===== src/rtl/bpf_buf_sched_pkg.sv =====
// Shared definitions for the packet buffer ring.
// Buffer state encodings and a width helper.
package bpf_buf_sched_pkg;

  typedef enum logic [1:0] {
    BUF_FREE   = 2'd0,
    BUF_FILLED = 2'd1,
    BUF_ACC    = 2'd2,
    BUF_REJ    = 2'd3
  } buf_state_t;

  function automatic int clog2(input int n);
    int r;
    r = 0;
    for (int i = 0; i < 31; i++) begin
      if ((1 << i) < n) r = i + 1;
    end
    return r;
  endfunction

endpackage


===== src/rtl/bpf_buf_sched_ring_ptr.sv =====
// Wrapping ring index counter.
// Advances by one when adv is high.
module bpf_buf_sched_ring_ptr #(
  parameter int W   = 2,
  parameter int MAX = 4
) (
  input  logic         clk,
  input  logic         rst,
  input  logic         adv,
  output logic [W-1:0] ptr
);

  localparam logic [W-1:0] LAST = W'(MAX - 1);

  // Step the index, wrapping after the last buffer.
  always_ff @(posedge clk or negedge rst) begin
    if (!rst) begin
      ptr <= '0;
    end else if (adv) begin
      ptr <= (ptr == LAST) ? '0 : ptr + 1'b1;
    end
  end

endmodule


===== src/rtl/bpf_buf_sched.sv =====
// Three-party buffer ring: snooper fills, CPU
// filters, forwarder drains in arrival order.
module bpf_buf_sched
  import bpf_buf_sched_pkg::*;
#(
  parameter int N_BUFS     = 4,
  parameter int PLEN_WIDTH = 10,
  localparam int IDX_W     = clog2(N_BUFS)
) (
  input  logic                  clk,
  input  logic                  rst,
  input  logic                  snooper_done,
  input  logic [PLEN_WIDTH-1:0] snooper_len,
  output logic                  ready_for_snooper,
  output logic [IDX_W-1:0]      snooper_buf,
  input  logic                  cpu_acc,
  input  logic                  cpu_rej,
  output logic                  ready_for_cpu,
  output logic [IDX_W-1:0]      cpu_buf,
  output logic [PLEN_WIDTH-1:0] len_to_cpu,
  input  logic                  forwarder_done,
  output logic                  ready_for_forwarder,
  output logic [IDX_W-1:0]      fwd_buf,
  output logic [PLEN_WIDTH-1:0] len_to_forwarder,
  output logic [IDX_W:0]        occupancy,
  output logic [31:0]           acc_count,
  output logic [31:0]           rej_count,
  output logic                  proto_err
);

  buf_state_t            st  [N_BUFS];
  logic [PLEN_WIDTH-1:0] len [N_BUFS];

  logic [IDX_W-1:0] wr_ptr;
  logic [IDX_W-1:0] cpu_ptr;
  logic [IDX_W-1:0] fwd_ptr;

  logic snp_go;
  logic cpu_any;
  logic acc_go;
  logic rej_go;
  logic skip;
  logic fwd_go;
  logic fwd_free;
  logic err_now;

  assign snooper_buf = wr_ptr;
  assign cpu_buf     = cpu_ptr;
  assign fwd_buf     = fwd_ptr;

  assign ready_for_snooper   = (st[wr_ptr]  == BUF_FREE);
  assign ready_for_cpu       = (st[cpu_ptr] == BUF_FILLED);
  assign ready_for_forwarder = (st[fwd_ptr] == BUF_ACC);

  assign len_to_cpu       = len[cpu_ptr];
  assign len_to_forwarder = len[fwd_ptr];

  // Qualify each pulse against its owner's ready.
  always_comb begin
    cpu_any  = cpu_acc | cpu_rej;
    snp_go   = snooper_done & ready_for_snooper;
    rej_go   = cpu_rej & ready_for_cpu;
    acc_go   = cpu_acc & ~cpu_rej & ready_for_cpu;
    skip     = (st[fwd_ptr] == BUF_REJ);
    fwd_go   = forwarder_done & ready_for_forwarder;
    fwd_free = fwd_go | skip;
    err_now  = (snooper_done & ~ready_for_snooper)
             | (cpu_any & ~ready_for_cpu)
             | (cpu_acc & cpu_rej)
             | (forwarder_done & ~ready_for_forwarder);
  end

  bpf_buf_sched_ring_ptr #(.W(IDX_W), .MAX(N_BUFS)) u_wr (
    .clk (clk),
    .rst (rst),
    .adv (snp_go),
    .ptr (wr_ptr)
  );

  bpf_buf_sched_ring_ptr #(.W(IDX_W), .MAX(N_BUFS)) u_cpu (
    .clk (clk),
    .rst (rst),
    .adv (acc_go | rej_go),
    .ptr (cpu_ptr)
  );

  bpf_buf_sched_ring_ptr #(.W(IDX_W), .MAX(N_BUFS)) u_fwd (
    .clk (clk),
    .rst (rst),
    .adv (fwd_free),
    .ptr (fwd_ptr)
  );

  // Per-buffer ownership; the three writers never share a buffer.
  always_ff @(posedge clk or negedge rst) begin
    if (!rst) begin
      for (int i = 0; i < N_BUFS; i++) begin
        st[i]  <= BUF_FREE;
        len[i] <= '0;
      end
    end else begin
      if (snp_go) begin
        st[wr_ptr]  <= BUF_FILLED;
        len[wr_ptr] <= snooper_len;
      end
      if (rej_go) begin
        st[cpu_ptr] <= BUF_REJ;
      end else if (acc_go) begin
        st[cpu_ptr] <= BUF_ACC;
      end
      if (fwd_free) begin
        st[fwd_ptr] <= BUF_FREE;
      end
    end
  end

  // Occupancy: one in per fill, one out per release.
  always_ff @(posedge clk or negedge rst) begin
    if (!rst) begin
      occupancy <= '0;
    end else if (snp_go && !fwd_free) begin
      occupancy <= occupancy + 1'b1;
    end else if (fwd_free && !snp_go) begin
      occupancy <= occupancy - 1'b1;
    end
  end

  // Verdict counters and sticky protocol error.
  always_ff @(posedge clk or negedge rst) begin
    if (!rst) begin
      acc_count <= '0;
      rej_count <= '0;
      proto_err <= 1'b0;
    end else begin
      if (acc_go) acc_count <= acc_count + 32'd1;
      if (rej_go) rej_count <= rej_count + 32'd1;
      if (err_now) proto_err <= 1'b1;
    end
  end

endmodule


===== config.mk =====
export PLATFORM = sky130hd
export DESIGN_NAME = bpf_buf_sched
export DESIGN_NICKNAME = d
export VERILOG_FILES = /design/src/rtl/bpf_buf_sched_pkg.sv /design/src/rtl/bpf_buf_sched_ring_ptr.sv /design/src/rtl/bpf_buf_sched.sv
export SDC_FILE = /design/constraint.sdc
export NUM_CORES = 1
export LEC_CHECK = 0
export ABC_AREA = 0
export BUFFER_PORTS_ARGS = -buffer_cell sky130_fd_sc_hd__buf_2
export CAP_MARGIN = 20
export CORE_UTILIZATION = 24
export DETAILED_ROUTE_END_ITERATION = 16
export PLACE_DENSITY = 0.45
export SYNTH_ARGS = -nofsm -noshare
export SYNTH_HDL_FRONTEND = slang
export SYNTH_SLANG_ARGS = --single-unit

===== constraint.sdc =====
create_clock -name clk -period 3 [get_ports clk]
set_clock_uncertainty 0.1 [all_clocks]
set_input_delay 0.3 -clock clk [delete_from_list [all_inputs] [get_ports clk]]
set_output_delay 0.3 -clock clk [all_outputs]
set_load 0.02 [all_outputs]

==> key figures <==
Status
  • Outcome: finished, final reports clean

Clocking
  • Clk slew on worst S/H paths: 0.06 ns
  • Postcts setup bufs: 0
  • H-tree lvl count: 4
  • Clock Latency Late Sink: 0.41 ns
  • CTS tree: done
  • Clock Root Buffer: clkbuf_16
  • Clock Sinks: around 120
  • Clk buf depth: 2
  • Total clock buffers created by CTS: 17

Placed design
  • Number of port buffers: ~110
  • Post-Place Cell Area: 6998 um2
  • RePlAce Congestion: just under 0.8
  • Pre-CTS setup slack: between 0.3 and 0.4 ns
  • Hpwl dp: between 10000 and 15000 um

Critical path
  • Critical path arrival: approximately 2.8 ns
  • CP Launch Point: u_fwd.ptr[0]
  • Crit. End Element: flop
  • Critical Path RT: between 3 and 4 ns
  • Setup crit end: occupancy[2]
  • FF-to-FF End: occupancy[2]
  • Worst reg2reg setup slack: around 0.40 ns
  • Reg2Reg Depth: 9
  • Kind of critical path: flop to flop
  • Startpoint Class: flop
  • Worst Path Max Fanout: 12
  • Worst reg2reg startpoint: u_fwd.ptr[0]

Global route
  • Largest net degree at the start of global routing: 75
  • Global-route wire length before repair: about 25000 um
  • Antenna violations before repair: 0
  • Total gr overflow: 0
  • Vias in the first global route: 4591
  • Total track usage: about 13%

STA
  • Hold slack: 0.05891 ns
  • FMAX: ~0.39 GHz
  • Slew margin rel.: between 50% and 60%
  • Fin. Hold Viols: 0
  • # setup viols final: 0
  • Worst Tran Pin Value: approximately 0.7 ns
  • Final worst setup slack: roughly 0.4 ns
  • Tmin final: between 2 and 3 ns
  • RSZ-0062 raised after global routing: no
  • Setup TNS: 0 ns
  • Fin crit share: between 80% and 90%
  • Count of pins over their slew limit: 0

Logic synthesis
  • Ys async rst share: 100.0%
  • Synth top area share: around half
  • Post-synthesis cell count: ~500
  • Netlist cell types: 43
  • Synth area leaders: dfrtp_1 (50%), mux4_2 (8.6%), mux2_2 (8.0%)
  • Mapped Area: just over 6000 um2
  • Largest area contributor in the netlist: dfrtp_1
  • Post-synthesis sequential area ratio: roughly 50%
  • Most used flip-flop cell after synthesis: dfrtp_1
  • Seq cells post-synth: 122
  • Post-synthesis net count: 520
  • Synthesized area per cell: 12.41 um2
  • Syn. warnings: 0
  • Number of enable flip-flop cells after synthesis: 0

Detailed routing
  • Antenna Violating Nets Remaining: 0
  • Post-Route WL: ~16000 um
  • Pre-antenna DRT Iters: 4
  • Remaining DRCs: 0
  • Via count: 4294
  • Wire per inst: approximately 16 um
  • DRT iter0 DRCs: approximately 170
  • Via-per-instance ratio: approximately 4.5

Floorplan
  • # rows: between 50 and 60
  • Die Area: 25870 um2
  • I/O pins: between 100 and 150
  • Core footprint: 24530 um2
  • Die span in x: between 150 and 200 um
  • Die Height: about 160 um
  • Initial Util: approximately 25%

Min path
  • Worst hold path class: primary input to flop

Cells and area
  • Final nets: 642
  • Fraction of layout cells with a size suffix above 1: ~37%
  • Diode count: 0
  • Final instance area: approximately 7700 um2
  • Syn-to-layout area delta: 26.78%

Power
  • Pwr/cell area: around 1000 nW/um2
  • VDD IR max: roughly 0.50 mV
  • Final total power: approximately 7.9 mW
  • Leakage: 3.544 nW

Run
  • # Max-Cap Violations: 0
## kinds of logic after synthesis
family,share of synthesized area (%)
buffers and inverters,2.604
adder cells (fa/ha/maj),3.430
AND/OR/NAND/NOR,14.32
flip-flops,50.42
multiplexers,16.99
XOR/XNOR,9.403
AO/OA/AOI/OAI,2.831
## per-stage QoR
| stage | std cells | utilization, % |
|---|---|---|
| floorplan | 488 | - |
| global placement | 913 | 28.52 |
| detailed placement | 913 | 28.52 |
| CTS | 945 | 31.18 |
| global route | 946 | 31.29 |
| finish | 946 | 31.29 |
## sequential cells by signal (all words and copies together), names as in the netlist
| name | cells |
|---|---|
| acc_count | 32 |
| u_cpu.ptr | 2 |
| u_fwd.ptr | 2 |
| proto_err | 1 |
| st | 8 |
| rej_count | 32 |
| occupancy | 3 |
| len | 40 |
| u_wr.ptr | 2 |
## synthesized netlist by cell type, types with 2 or more instances
master,number
dfrtp_1,122
mux2_2,43
xnor2_1,37
nand2_1,33
xor2_1,28
nor2_1,25
mux4_2,23
nand4_1,23
nand3_1,17
ha_1,15
and2_1,14
inv_1,14
nor3_1,14
buf_2,9
a21oi_1,6
clkbuf_1,6
o21ai_0,6
and3_1,5
and4_1,5
a211oi_1,4
a221oi_1,4
a22oi_1,4
nand2b_1,4
nor3_2,3
buf_1,2
buf_6,2
inv_2,2
nor2b_1,2
nor4_2,2
## layout by cell type (no fill, tap or decap), types with 3 or more instances in the layout
cell type | netlist | routed
and4_1 | 5 | 5
and3_1 | 5 | 5
a21oi_1 | 6 | 6
ha_1 | 15 | 15
bufinv_16 | 0 | 4
nor3_2 | 3 | 3
clkbuf_16 | 0 | 17
buf_2 | 9 | 111
nor3_1 | 14 | 14
and2_1 | 14 | 14
dfrtp_1 | 122 | 122
nand4_1 | 23 | 23
xor2_1 | 28 | 28
nand2b_1 | 4 | 4
mux4_2 | 23 | 23
a211oi_1 | 4 | 4
nand2_1 | 33 | 33
clkinv_4 | 0 | 3
xnor2_1 | 37 | 37
nor2_1 | 25 | 25
buf_4 | 0 | 8
o21ai_0 | 6 | 6
inv_1 | 14 | 14
inv_6 | 0 | 3
mux2_2 | 43 | 43
nand3_1 | 17 | 17
a22oi_1 | 4 | 4
a221oi_1 | 4 | 4
## critical path: stages (launching register included)
cell	delay, ns
dfrtp_1	0.40
mux4_2	0.53
o21a_1	0.33
inv_1	0.14
ha_1	0.18
inv_1	0.06
fa_1	0.37
xor2_1	0.15
nor2_1	0.11
xor2_1	0.15
## where the power goes
| group | total, mW | internal, mW | switching, mW |
|---|---|---|---|
| combinational | 3.18 | 1.40 | 1.78 |
| clock | 2.24 | 1.44 | 0.802 |
| sequential | 2.49 | 2.10 | 0.384 |
| total | 7.91 | 4.95 | 2.96 |
## cell type report
class | instances | area [um2]
Sequential cell | 122 | 3053
Tap cell | 324 | 405.4
Clock inverter | 12 | 187.7
Timing Repair Buffer | 122 | 673.1
Inverter | 16 | 60.06
Clock buffer | 19 | 452.9
Multi-Input combinational cell | 331 | 2844
Fill cell | 2535 | 16860
## how the worst min path moves through the flow
stage	cells after the start	to	slack [ns]	startpoint
after floorplan	0	acc_count[0]	-0.1	rst
after global placement	1	acc_count[31]	0.36	acc_count[31]
after detailed placement	1	occupancy[2]	0.35	occupancy[2]
after CTS	2	len[1]	0.04	snooper_len[1]
after global routing	2	len[1]	0.04	snooper_len[1]
final	2	len[28]	0.06	snooper_len[8]
## metal layers
metal  vias up  share of wire, %  GRT usage (%)
met4         0               1.7          4.545
met1      2192                45          15.55
li1       1990                 -              -
met5         -                 0              0
met3        19               4.8          3.642
met2        93                49          21.35
## repair_timing
item                      in CTS  in global routing
hold buffers                   1                  0
gates resized for setup        0                  0
hold endpoints to repair      22                  0
(Power assumes the default switching activity.)
